===== config.mk =====
export PLATFORM = sky130hd
export DESIGN_NAME = apb_fifo_slave
export DESIGN_NICKNAME = d
export VERILOG_FILES = /design/src/rtl/apb_fifo_slave.sv
export SDC_FILE = /design/constraint.sdc
export NUM_CORES = 1
export LEC_CHECK = 0
export BUFFER_PORTS_ARGS = -buffer_cell sky130_fd_sc_hd__buf_4
export CAP_MARGIN = 10
export CELL_PAD_IN_SITES_DETAIL_PLACEMENT = 1
export CELL_PAD_IN_SITES_GLOBAL_PLACEMENT = 2
export CORE_ASPECT_RATIO = 0.75
export CORE_MARGIN = 2
export CORE_UTILIZATION = 35
export DETAILED_ROUTE_END_ITERATION = 7
export GPL_ROUTABILITY_DRIVEN = 1
export PLACE_DENSITY_LB_ADDON = 0.1
export SYNTH_ARGS = -nofsm -noshare
export SYNTH_HDL_FRONTEND = slang
export SYNTH_SLANG_ARGS = --single-unit

===== constraint.sdc =====
create_clock -name PCLK -period 5.52 [get_ports PCLK]
set_input_delay 0.276 -clock PCLK [delete_from_list [all_inputs] [get_ports PCLK]]
set_output_delay 0.276 -clock PCLK [all_outputs]
set_load 0.01 [all_outputs]

===== src/rtl/apb_fifo_slave.sv =====
// APB completer bridging a TX and an RX stream FIFO; writes finish in the first ACCESS cycle, reads add one wait state.
// Streams use valid/ready gated by CTRL.EN. Optional interrupt logic is enabled by defining APB_FIFO_IRQ_EN.

module apb_fifo_slave_fifo #(
    parameter int DEPTH = 8,
    parameter int DW    = 32
) (
    input  logic                     PCLK,
    input  logic                     PRESET,
    input  logic                     clr,
    input  logic                     push,
    input  logic [DW-1:0]            push_data,
    input  logic                     pop,
    output logic [DW-1:0]            head,
    output logic                     empty,
    output logic                     full,
    output logic [$clog2(DEPTH):0]   count
);
    localparam int AW = $clog2(DEPTH);
    localparam logic [AW:0] FULL_CNT = (AW+1)'(DEPTH);

    logic [DW-1:0] mem [DEPTH];
    logic [AW-1:0] wr_ptr;
    logic [AW-1:0] rd_ptr;
    logic          push_ok;
    logic          pop_ok;

    // Fullness is judged on the current count, so a pop never frees room for a same-cycle push.
    assign empty   = (count == '0);
    assign full    = (count == FULL_CNT);
    assign push_ok = push & ~full;
    assign pop_ok  = pop & ~empty;
    assign head    = mem[rd_ptr];

    always_ff @(posedge PCLK or posedge PRESET) begin
        if (PRESET) begin
            wr_ptr <= '0;
            rd_ptr <= '0;
            count  <= '0;
        end else if (clr) begin
            wr_ptr <= '0;
            rd_ptr <= '0;
            count  <= '0;
        end else begin
            if (push_ok) wr_ptr <= wr_ptr + 1'b1;
            if (pop_ok)  rd_ptr <= rd_ptr + 1'b1;
            if (push_ok && !pop_ok)      count <= count + 1'b1;
            else if (!push_ok && pop_ok) count <= count - 1'b1;
        end
    end

    always_ff @(posedge PCLK) begin
        if (push_ok && !clr) mem[wr_ptr] <= push_data;
    end
endmodule

module apb_fifo_slave #(
    parameter int DEPTH = 8,
    parameter int DW    = 32
) (
    input  logic          PCLK,
    input  logic          PRESET,
    input  logic          PSEL,
    input  logic          PENABLE,
    input  logic          PWRITE,
    input  logic [31:0]   PADDR,
    input  logic [31:0]   PWDATA,
    output logic [31:0]   PRDATA,
    output logic          PREADY,
    output logic          PSLVERR,
    output logic          tx_valid,
    input  logic          tx_ready,
    output logic [DW-1:0] tx_data,
    input  logic          rx_valid,
    output logic          rx_ready,
    input  logic [DW-1:0] rx_data,
    output logic          irq
);
    localparam int CW = $clog2(DEPTH) + 1;
    localparam logic [11:0] OFS_CTRL   = 12'h000;
    localparam logic [11:0] OFS_STATUS = 12'h004;
    localparam logic [11:0] OFS_TXDATA = 12'h008;
    localparam logic [11:0] OFS_RXDATA = 12'h00C;
    localparam logic [11:0] OFS_IRQEN  = 12'h010;

    typedef enum logic {IDLE, RD_DATA} state_t;
    state_t state, state_nxt;

    logic          en, ovf, unf;
    logic [31:0]   rd_data_q;
    logic          rd_err_q;
    logic [11:0]   ofs;
    logic          ofs_ok;
    logic          wr_acc, rd_start;
    logic [31:0]   status, rd_mux;
    logic          fifo_clr;
    logic          tx_empty, tx_full, rx_empty, rx_full;
    logic [CW-1:0] tx_count, rx_count;
    logic [DW-1:0] rx_head;
    logic          unused_bits;
`ifdef APB_FIFO_IRQ_EN
    logic [3:0]    irqen;
`endif

    assign ofs         = PADDR[11:0];
    assign unused_bits = ^{PADDR[31:12], PWDATA};

    always_comb begin
        ofs_ok = 1'b0;
        case (ofs)
            OFS_CTRL, OFS_STATUS, OFS_TXDATA, OFS_RXDATA, OFS_IRQEN: ofs_ok = 1'b1;
            default: ofs_ok = 1'b0;
        endcase
    end

    always_comb begin
        status              = '0;
        status[0]           = tx_empty;
        status[1]           = tx_full;
        status[2]           = rx_empty;
        status[3]           = rx_full;
        status[4]           = ovf;
        status[5]           = unf;
        status[8 +: CW]     = tx_count;
        status[16 +: CW]    = rx_count;
    end

    always_comb begin
        rd_mux = '0;
        case (ofs)
            OFS_CTRL:   rd_mux = {31'd0, en};
            OFS_STATUS: rd_mux = status;
            OFS_RXDATA: rd_mux = rx_empty ? 32'd0 : 32'(rx_head);
`ifdef APB_FIFO_IRQ_EN
            OFS_IRQEN:  rd_mux = {28'd0, irqen};
`endif
            default:    rd_mux = '0;
        endcase
    end

    always_ff @(posedge PCLK or posedge PRESET) begin
        if (PRESET) state <= IDLE;
        else        state <= state_nxt;
    end

    always_comb begin
        state_nxt = state;
        PREADY    = 1'b0;
        PSLVERR   = 1'b0;
        PRDATA    = '0;
        wr_acc    = 1'b0;
        rd_start  = 1'b0;
        case (state)
            IDLE: begin
                if (PSEL && PENABLE) begin
                    if (PWRITE) begin
                        wr_acc  = 1'b1;
                        PREADY  = 1'b1;
                        PSLVERR = ~ofs_ok;
                    end else begin
                        rd_start  = 1'b1;
                        state_nxt = RD_DATA;
                    end
                end
            end
            RD_DATA: begin
                PREADY    = 1'b1;
                PSLVERR   = rd_err_q;
                PRDATA    = rd_data_q;
                state_nxt = IDLE;
            end
            default: state_nxt = IDLE;
        endcase
        // Outputs are combinational from PSEL/PENABLE, so hold them quiet while reset is asserted.
        if (PRESET) begin
            PREADY   = 1'b0;
            PSLVERR  = 1'b0;
            PRDATA   = '0;
            wr_acc   = 1'b0;
            rd_start = 1'b0;
        end
    end

    always_ff @(posedge PCLK or posedge PRESET) begin
        if (PRESET) begin
            en        <= 1'b0;
            ovf       <= 1'b0;
            unf       <= 1'b0;
            rd_data_q <= '0;
            rd_err_q  <= 1'b0;
`ifdef APB_FIFO_IRQ_EN
            irqen     <= '0;
`endif
        end else begin
            if (wr_acc) begin
                case (ofs)
                    OFS_CTRL: en <= PWDATA[0];
                    OFS_STATUS: begin
                        if (PWDATA[4]) ovf <= 1'b0;
                        if (PWDATA[5]) unf <= 1'b0;
                    end
                    OFS_TXDATA: if (tx_full) ovf <= 1'b1;
`ifdef APB_FIFO_IRQ_EN
                    OFS_IRQEN: irqen <= PWDATA[3:0];
`endif
                    default: ;
                endcase
            end
            if (rd_start) begin
                rd_data_q <= rd_mux;
                rd_err_q  <= ~ofs_ok;
                if (ofs == OFS_RXDATA && rx_empty) unf <= 1'b1;
            end
        end
    end

    assign fifo_clr = wr_acc & (ofs == OFS_CTRL) & PWDATA[1];
    assign tx_valid = ~tx_empty & en;
    assign rx_ready = ~rx_full & en;

    apb_fifo_slave_fifo #(.DEPTH(DEPTH), .DW(DW)) u_tx_fifo (
        .PCLK      (PCLK),
        .PRESET    (PRESET),
        .clr       (fifo_clr),
        .push      (wr_acc & (ofs == OFS_TXDATA)),
        .push_data (PWDATA[DW-1:0]),
        .pop       (tx_valid & tx_ready),
        .head      (tx_data),
        .empty     (tx_empty),
        .full      (tx_full),
        .count     (tx_count)
    );

    apb_fifo_slave_fifo #(.DEPTH(DEPTH), .DW(DW)) u_rx_fifo (
        .PCLK      (PCLK),
        .PRESET    (PRESET),
        .clr       (fifo_clr),
        .push      (rx_valid & rx_ready),
        .push_data (rx_data),
        .pop       (rd_start & (ofs == OFS_RXDATA) & ~rx_empty),
        .head      (rx_head),
        .empty     (rx_empty),
        .full      (rx_full),
        .count     (rx_count)
    );

`ifdef APB_FIFO_IRQ_EN
    assign irq = |(irqen & {unf, ovf, ~rx_empty, tx_empty});
`else
    assign irq = 1'b0;
`endif
endmodule


==> impl_metrics.yaml, run 1 <==
status:
  status: "finished clean"
sta:
  rsz0062_at_grt: "false"
  post-route-min-period_ns: 3.59
  clock.fmax_mhz: 279
  finalSetupViolCount: 0
  fin_worst_skew_ns: 0.0271
  worstMarginPinSlew_ns: 1.00
  final-max-slew-violation-count: 0
  maxSlewHeadroom: 0.332
  period_share: 0.650
  hold_viol_final: 0
  fin_setup_tns_ns: 0
floorplanning:
  start_util: 0.352
  fp.dieH_um: 223
  die_w_um: 296
  rows: 80
  die-area_mm2: 0.0658
  io_pins: 172
  core_area_mm2: 0.0634
pwr:
  ir_drop_mv: 0.245
  p_int_mw: 8.54
  p_leak_nw: 9.02
  seq_power_share: 0.462
  power_frac_clock: 0.355
  combPwrFrac: 0.183
  p_sw_mw: 2.91
  p_sw_frac: 0.254
  p_per_area_mw_per_mm2: 420
critical_path:
  critPathTopFamily: "simple AND/OR/NAND/NOR gates"
  crit_type: "reg2reg"
  crit_buf_inv: 0
  path_cells: "nor4bb_1 -> nand4b_1 -> or3_1 -> ha_1 -> a21o_2 -> a21oi_1 -> or4_4 -> a211o_1 -> nand2_1"
  reg2reg_depth: 9
  cp_data_required_time_ns: 6.05
  worst_ep_arrival_time_ns: 4.11
  slowest_delay_ns: 0.85
  crit_cells: 9
  crit_path_max_fanout: 9
  cp-start-kind: "flop"
  r2r-end: "u_tx_fifo.count[3]"
  reg2reg_from: "state"
  worst_setup_path_end_kind: "flop"
  cpMaxStageDelayCell: "nor4bb_1"
  rrSetupSlack_ns: 1.93
finish:
  layout.cells.non_filler: 2259
  antenna_cells: 0
  nNetsFinal: 1461
  area_growth_pct: 22.0
  drive_above_1_share: 0.324
logic_synthesis:
  yosysWarnings: 0
  avgSynthCellArea_um2: 20.2
  synth_flop_cell: "edfxtp_1"
  synth.most_common_cell: "edfxtp_1"
  synth.top_cells.by_area: "edfxtp_1, mux4_2, dfrtp_1"
  synth-seq-area-share: 0.753
  synth_largest_area_cell: "edfxtp_1"
  synthDistinctLibCells: 61
  synth_commonest_cells: "edfxtp_1, mux4_2, dfrtp_1"
  synthCells: 1103
  synth_top_area_share: 0.689
  ys_seq_elements: 569
  synth_edf_count: 512
  syn_nets: 1216
  synthesis.area_mm2: 0.0223
  synth-async-reset-ratio: 0.100
place:
  dp_hpwl_um: 29300
  gp_congestion: 0.699
  port_buffers: 150
  placedCellCount: 2082
clocking:
  ctsLongestPathBuffers: 3
  cts.clk_slew.worst_paths_ns: 0.06
  cts_tree: "done"
  cts_inserted_buffers: 58
  ctsRootBufferMaster: "clkbuf_16"
  clkSinkCount: 569
  clk_latency_ns: 0.61
  post_cts_resized: 0
  htreeDepth: 2
worst_hold_path:
  whs_path_depth: 2
  min_from: "PSEL"
  hold_class: "in2reg"
  min_to: "state"
grt:
  grt_pass1_vias: 12100
  grt_max_degree: 50
  grt_use_total: 0.162
  grt_first_pass_wirelength_um: 78900
  gr-total-overflow: 0
  antenna_found_initial: 1
flow_run:
  max_cap_violations: 0
routing:
  drt_iter0_markers: 598
  final_antenna_net_count: 0
  wire_per_inst_um: 23.2
  drc_errors: 0
  drt_first_pass_iters: 4
  wirelength_um: 52300
  vias_per_cell: 4.93
  via_count: 11100
==> layout by cell type, fill, tap and decap left out, types with 5 or more instances in the layout <==
cell type,n
nand3_1,24
ha_1,8
mux4_2,126
nor3_1,5
dlygate4sd3_1,67
nor3b_2,6
mux2_2,32
nand4_1,7
and2_1,35
clkinv_2,8
nor2_1,15
o21ai_0,26
buf_4,177
xor2_1,5
inv_1,10
o211ai_1,14
edfxtp_1,512
clkbuf_1,20
clkinv_1,7
nand2_1,48
dfrtp_1,51
a21oi_1,7
clkbuf_16,59
mux2i_1,38
bufinv_16,9
==> per-layer routing <==
layer,vias to the layer above,routed length (um),GRT usage,part of all wire
met5,-,13,0,0.00025
li1,4993,-,-,-
met3,70,2070,0.0287,0.040
met2,185,24600,0.255,0.47
met4,2,949,0.0398,0.018
met1,5886,24700,0.235,0.47
==> per-stage QoR <==
stage / instance area, um2 / power (mW) / hold slack (ns) / util / setup WS [ns]
floorplan: 22300 / 6.62 / 0.375 / - / 0.136
global placement: 24600 / 7.48 / 0.433 / 0.388 / 2.01
detailed placement: 24600 / 7.52 / 0.440 / 0.388 / 2.01
CTS: 27200 / 11.7 / 0.0960 / 0.430 / 1.99
global route: 27200 / 12.0 / 0.118 / 0.430 / 1.82
finish: 27200 / 11.4 / 0.133 / 0.430 / 1.93
==> flip-flops by register name, summed over array words and instances (netlist names), 3 cells and up <==
name / cells
u_rx_fifo.wr_ptr: 3
u_tx_fifo.mem: 256
u_tx_fifo.wr_ptr: 3
u_rx_fifo.count: 4
u_rx_fifo.mem: 256
u_tx_fifo.count: 4
u_rx_fifo.rd_ptr: 3
rd_data_q: 32
u_tx_fifo.rd_ptr: 3
==> worst register-to-register path, cell delays in order (launching register included) <==
cell      delay (ns)
dfrtp_1         0.42
nor4bb_1        0.85
nand4b_1        0.37
or3_1           0.56
ha_1            0.34
a21o_2          0.11
a21oi_1         0.08
or4_4           0.42
a211o_1         0.30
nand2_1         0.06
==> logic make-up after synthesis <==
| family | count (synthesis) | synth area share |
|---|---|---|
| AOI/OAI and AO/OA | 68 | 0.0197 |
| xor gates and xnor gates | 8 | 0.00314 |
| adders and majority gates | 10 | 0.00628 |
| buffers and inverters | 71 | 0.0130 |
| DFF | 569 | 0.753 |
| muxes | 196 | 0.160 |
| other | 1 | 0.000168 |
| and+or+nand+nor | 180 | 0.0446 |
==> power groups by stage <==
stage,clock (mW),sequential [mW],combinational [mW]
finish,4.06,5.29,2.09
global route,4.34,5.33,2.28
CTS,4.18,5.30,2.17
detailed placement,0,5.39,2.12
global placement,0,5.37,2.11
floorplan,0,5.22,1.40
==> what timing repair did <==
action                     CTS  global route
hold buffers                67             0
buffers inserted             0             0
setup endpoints to repair    0             0
hold endpoints to repair   533             0
==> worst max-delay path by stage <==
stage | start | endpoint
after global placement | PADDR[9] | u_tx_fifo.count[3]
after detailed placement | PADDR[9] | u_tx_fifo.count[3]
after CTS | state | u_tx_fifo.count[3]
final | state | u_tx_fifo.count[3]
after global routing | state | u_tx_fifo.count[3]
after floorplan | state | u_tx_fifo.mem[4][0]
==> final cells by class <==
cell class              count  area (um2)
clock buffers              80        1570
clock inverters            30         395
fillers                  5974       36100
inverters                  11        41.3
multi-input cells         463        5330
flip-flops and latches    569       16800
well taps                 861        1080
repair buffers            245        2020
Note: power is estimated with default switching activity, not from simulation.
==> inputs of run 2 (changes only) <==
--- a/config.mk
+++ b/config.mk
@@ -5,6 +5,7 @@
 export SDC_FILE = /design/constraint.sdc
 export NUM_CORES = 1
 export LEC_CHECK = 0
+export ABC_AREA = 1
 export BUFFER_PORTS_ARGS = -buffer_cell sky130_fd_sc_hd__buf_4
 export CAP_MARGIN = 10
 export CELL_PAD_IN_SITES_DETAIL_PLACEMENT = 1
==> constraint.sdc (replaced) <==
create_clock -name PCLK -period 3.55 [get_ports PCLK]
set_input_delay 0.1775 -clock PCLK [delete_from_list [all_inputs] [get_ports PCLK]]
set_output_delay 0.1775 -clock PCLK [all_outputs]
set_load 0.01 [all_outputs]
==> impl_metrics.yaml, run 2 <==
sta:
  period_share: 0.804
  maxSlewHeadroom: 0.430
  fin_worst_skew_ns: 0.0160
  rsz0062_at_grt: "false"
  whs_ns: 0.0437
  hold_viol_final: 0
  worstMarginPinSlew_ns: 0.854
  final-max-slew-violation-count: 0
  fin_setup_tns_ns: 0
  finalSetupViolCount: 0
  clock.fmax_mhz: 350
  post-route-min-period_ns: 2.85
finish:
  antenna_cells: 0
  nNetsFinal: 2289
  n_fill_cell: 6886
  final_cell_mix: "edfxtp_1, nor2_1, o21ai_0"
  drive_above_1_share: 0.146
  area_growth_pct: 21.4
  multi_input_area_mm2: 0.00565
  top_regs: "u_rx_fifo.mem: 256 flops, u_tx_fifo.mem: 256 flops, rd_data_q: 32 flops"
  mostFrequentLayoutCell: "edfxtp_1"
  seq_area_mm2: 0.0168
critical_path:
  rrSetupSlack_ns: 1.01
  critPathTopFamily: "buffers and inverters"
  cp_common_cell: "buf_12"
  cp-start-kind: "flop"
  reg2reg_depth: 14
  reg2reg_from: "state"
  crit_type: "reg2out"
  cp_data_required_time_ns: 3.37
  slowest_delay_ns: 0.49
  crit_path_max_fanout: 47
  worst_ep_arrival_time_ns: 2.68
  cpMaxStageDelayCell: "dfrtp_4"
  worst_setup_path_end_kind: "primary output"
  r2r-end: "u_rx_fifo.count[3]"
  path_cells: "clkinv_2 -> buf_12 -> buf_12 -> o21ai_0 -> o22ai_1 -> nor2_1 -> a31oi_1 -> buf_4"
  crit_buf_inv: 4
clocking:
  cts_inserted_buffers: 60
  ctsLongestPathBuffers: 3
  ctsRootBufferMaster: "clkbuf_16"
  cts.clk_slew.worst_paths_ns: 0.06
  post_cts_buffers: 0
  clkSinkCount: 569
  htreeDepth: 2
  cts_tree: "done"
  clk_latency_ns: 0.61
logic_synthesis:
  synth_top_area_share: 0.667
  syn_nets: 2073
  synth_edf_count: 512
  synthCells: 1960
  ys_seq_elements: 569
  synth_flop_cell: "edfxtp_1"
  synth.top_cells.by_area: "edfxtp_1, nor2_1, o21ai_0"
  synth-async-reset-ratio: 0.100
  synth_commonest_cells: "edfxtp_1, nor2_1, o21ai_0"
  synthDistinctLibCells: 37
  avgSynthCellArea_um2: 11.8
  synthesis.area_mm2: 0.0230
  yosysWarnings: 0
  synth.most_common_cell: "edfxtp_1"
  synth-seq-area-share: 0.729
  synth_largest_area_cell: "edfxtp_1"
floorplanning:
  die_w_um: 300
  start_util: 0.354
  io_pins: 172
  die-area_mm2: 0.0679
  core_area_mm2: 0.0652
  fp.dieH_um: 226
  rows: 81
pwr:
  ir_drop_mv: 0.507
  p_per_area_mw_per_mm2: 657
  p_leak_nw: 10.1
routing:
  final_antenna_net_count: 0
  via_count: 15400
  wire_per_inst_um: 20.8
  wirelength_um: 64400
  vias_per_cell: 4.98
  drt_first_pass_iters: 5
  drc_errors: 0
  drt_iter0_markers: 912
place:
  port_buffers: 150
  gp_congestion: 0.719
  dp_hpwl_um: 37200
flow_run:
  max_cap_violations: 0
status:
  status: "finished clean"
worst_hold_path:
  whs_path_depth: 4
  min_from: "tx_ready"
  min_to: "u_tx_fifo.rd_ptr[0]"
  hold_class: "in2reg"
grt:
  grt_first_pass_wirelength_um: 98500
  antenna_found_initial: 1
  grt_max_degree: 132
  grt_pass1_vias: 16100
  grt_use_total: 0.191
  gr-total-overflow: 0
run 2: cell count changes in the layout (fill, tap and decap cells not counted), moves of 12 or more:
cell	change
a31oi_1	+31
and2_1	-35
buf_4	+12
inv_1	+42
mux2_2	-32
mux2i_1	-38
mux4_2	-126
nand2_1	+209
nand3_1	+13
nor2_1	+429
o211ai_1	-14
o21ai_0	+260
o21ai_1	+19
o22ai_1	+71
run 2: power breakdown:
group / internal, mW / total, mW / switching, mW / leakage (nW)
logic: 1.54 / 4.37 / 2.83 / 3.83
clock network: 3.42 / 5.99 / 2.57 / 0.912
registers: 7.85 / 8.01 / 0.161 / 5.37
total: 12.8 / 18.4 / 5.56 / 10.1
run 2: routing by layer:
layer	routed length [um]	share of wire	vias up	global-route usage
met5	13	0.00020	-	0
met4	928	0.014	2	0.0385
met3	2450	0.038	71	0.0270
met2	29200	0.45	240	0.297
met1	31800	0.49	7778	0.284
li1	-	-	7339	-
run 2: repair_timing:
action | 4_1_cts | 5_1_grt
gates resized for setup | 0 | 0
hold buffers | 69 | 0
endpoints found under the hold margin | 517 | 0
run 2: stage by stage:
step | std cells | worst slack (ns) | util | instance area, um2 | power, mW
finish | 3098 | 0.696 | 0.429 | 28000 | 18.4
global route | 3098 | 0.392 | 0.429 | 28000 | 19.4
detailed placement | 2916 | 0.758 | 0.390 | 25400 | 12.6
floorplan | 1960 | -0.588 | - | 23100 | 10.6
CTS | 3098 | 0.548 | 0.429 | 28000 | 18.7
global placement | 2916 | 0.862 | 0.390 | 25400 | 12.5
run 2: how the worst max path moves through the flow:
stage	from	end	cells after the start
after floorplan	PRESET	u_tx_fifo.mem[0][0]	9
after global placement	PADDR[7]	u_rx_fifo.count[3]	15
after detailed placement	PADDR[7]	u_rx_fifo.count[3]	15
after CTS	u_tx_fifo.rd_ptr[0]	tx_data[13]	8
after global routing	u_tx_fifo.rd_ptr[0]	tx_data[21]	8
final	u_tx_fifo.rd_ptr[0]	tx_data[13]	8
run 2: area by class of cell:
class | instances | area share
multi-input cells | 1216 | 0.202
clock buffers | 81 | 0.0583
well taps | 871 | 0.0390
inverters | 60 | 0.00828
clock inverters | 32 | 0.00823
repair buffers | 269 | 0.0833
flip-flops and latches | 569 | 0.601
run 2: cells by family (layout without fill, tap and decap cells):
logic type,Yosys count,after routing,synth area share
adders and majority gates,10,10,0.00608
other,1,1,0.000163
buffers and inverters,175,442,0.0311
xor gates and xnor gates,3,3,0.00114
and+or+nand+nor,776,776,0.133
AOI/OAI and AO/OA,426,426,0.0989
DFF,569,569,0.729
run 2: tightest hold or removal path: stages:
cell	delay, ns
buf_4	0.11
nand2_1	0.06
buf_4	0.18
a21oi_1	0.08
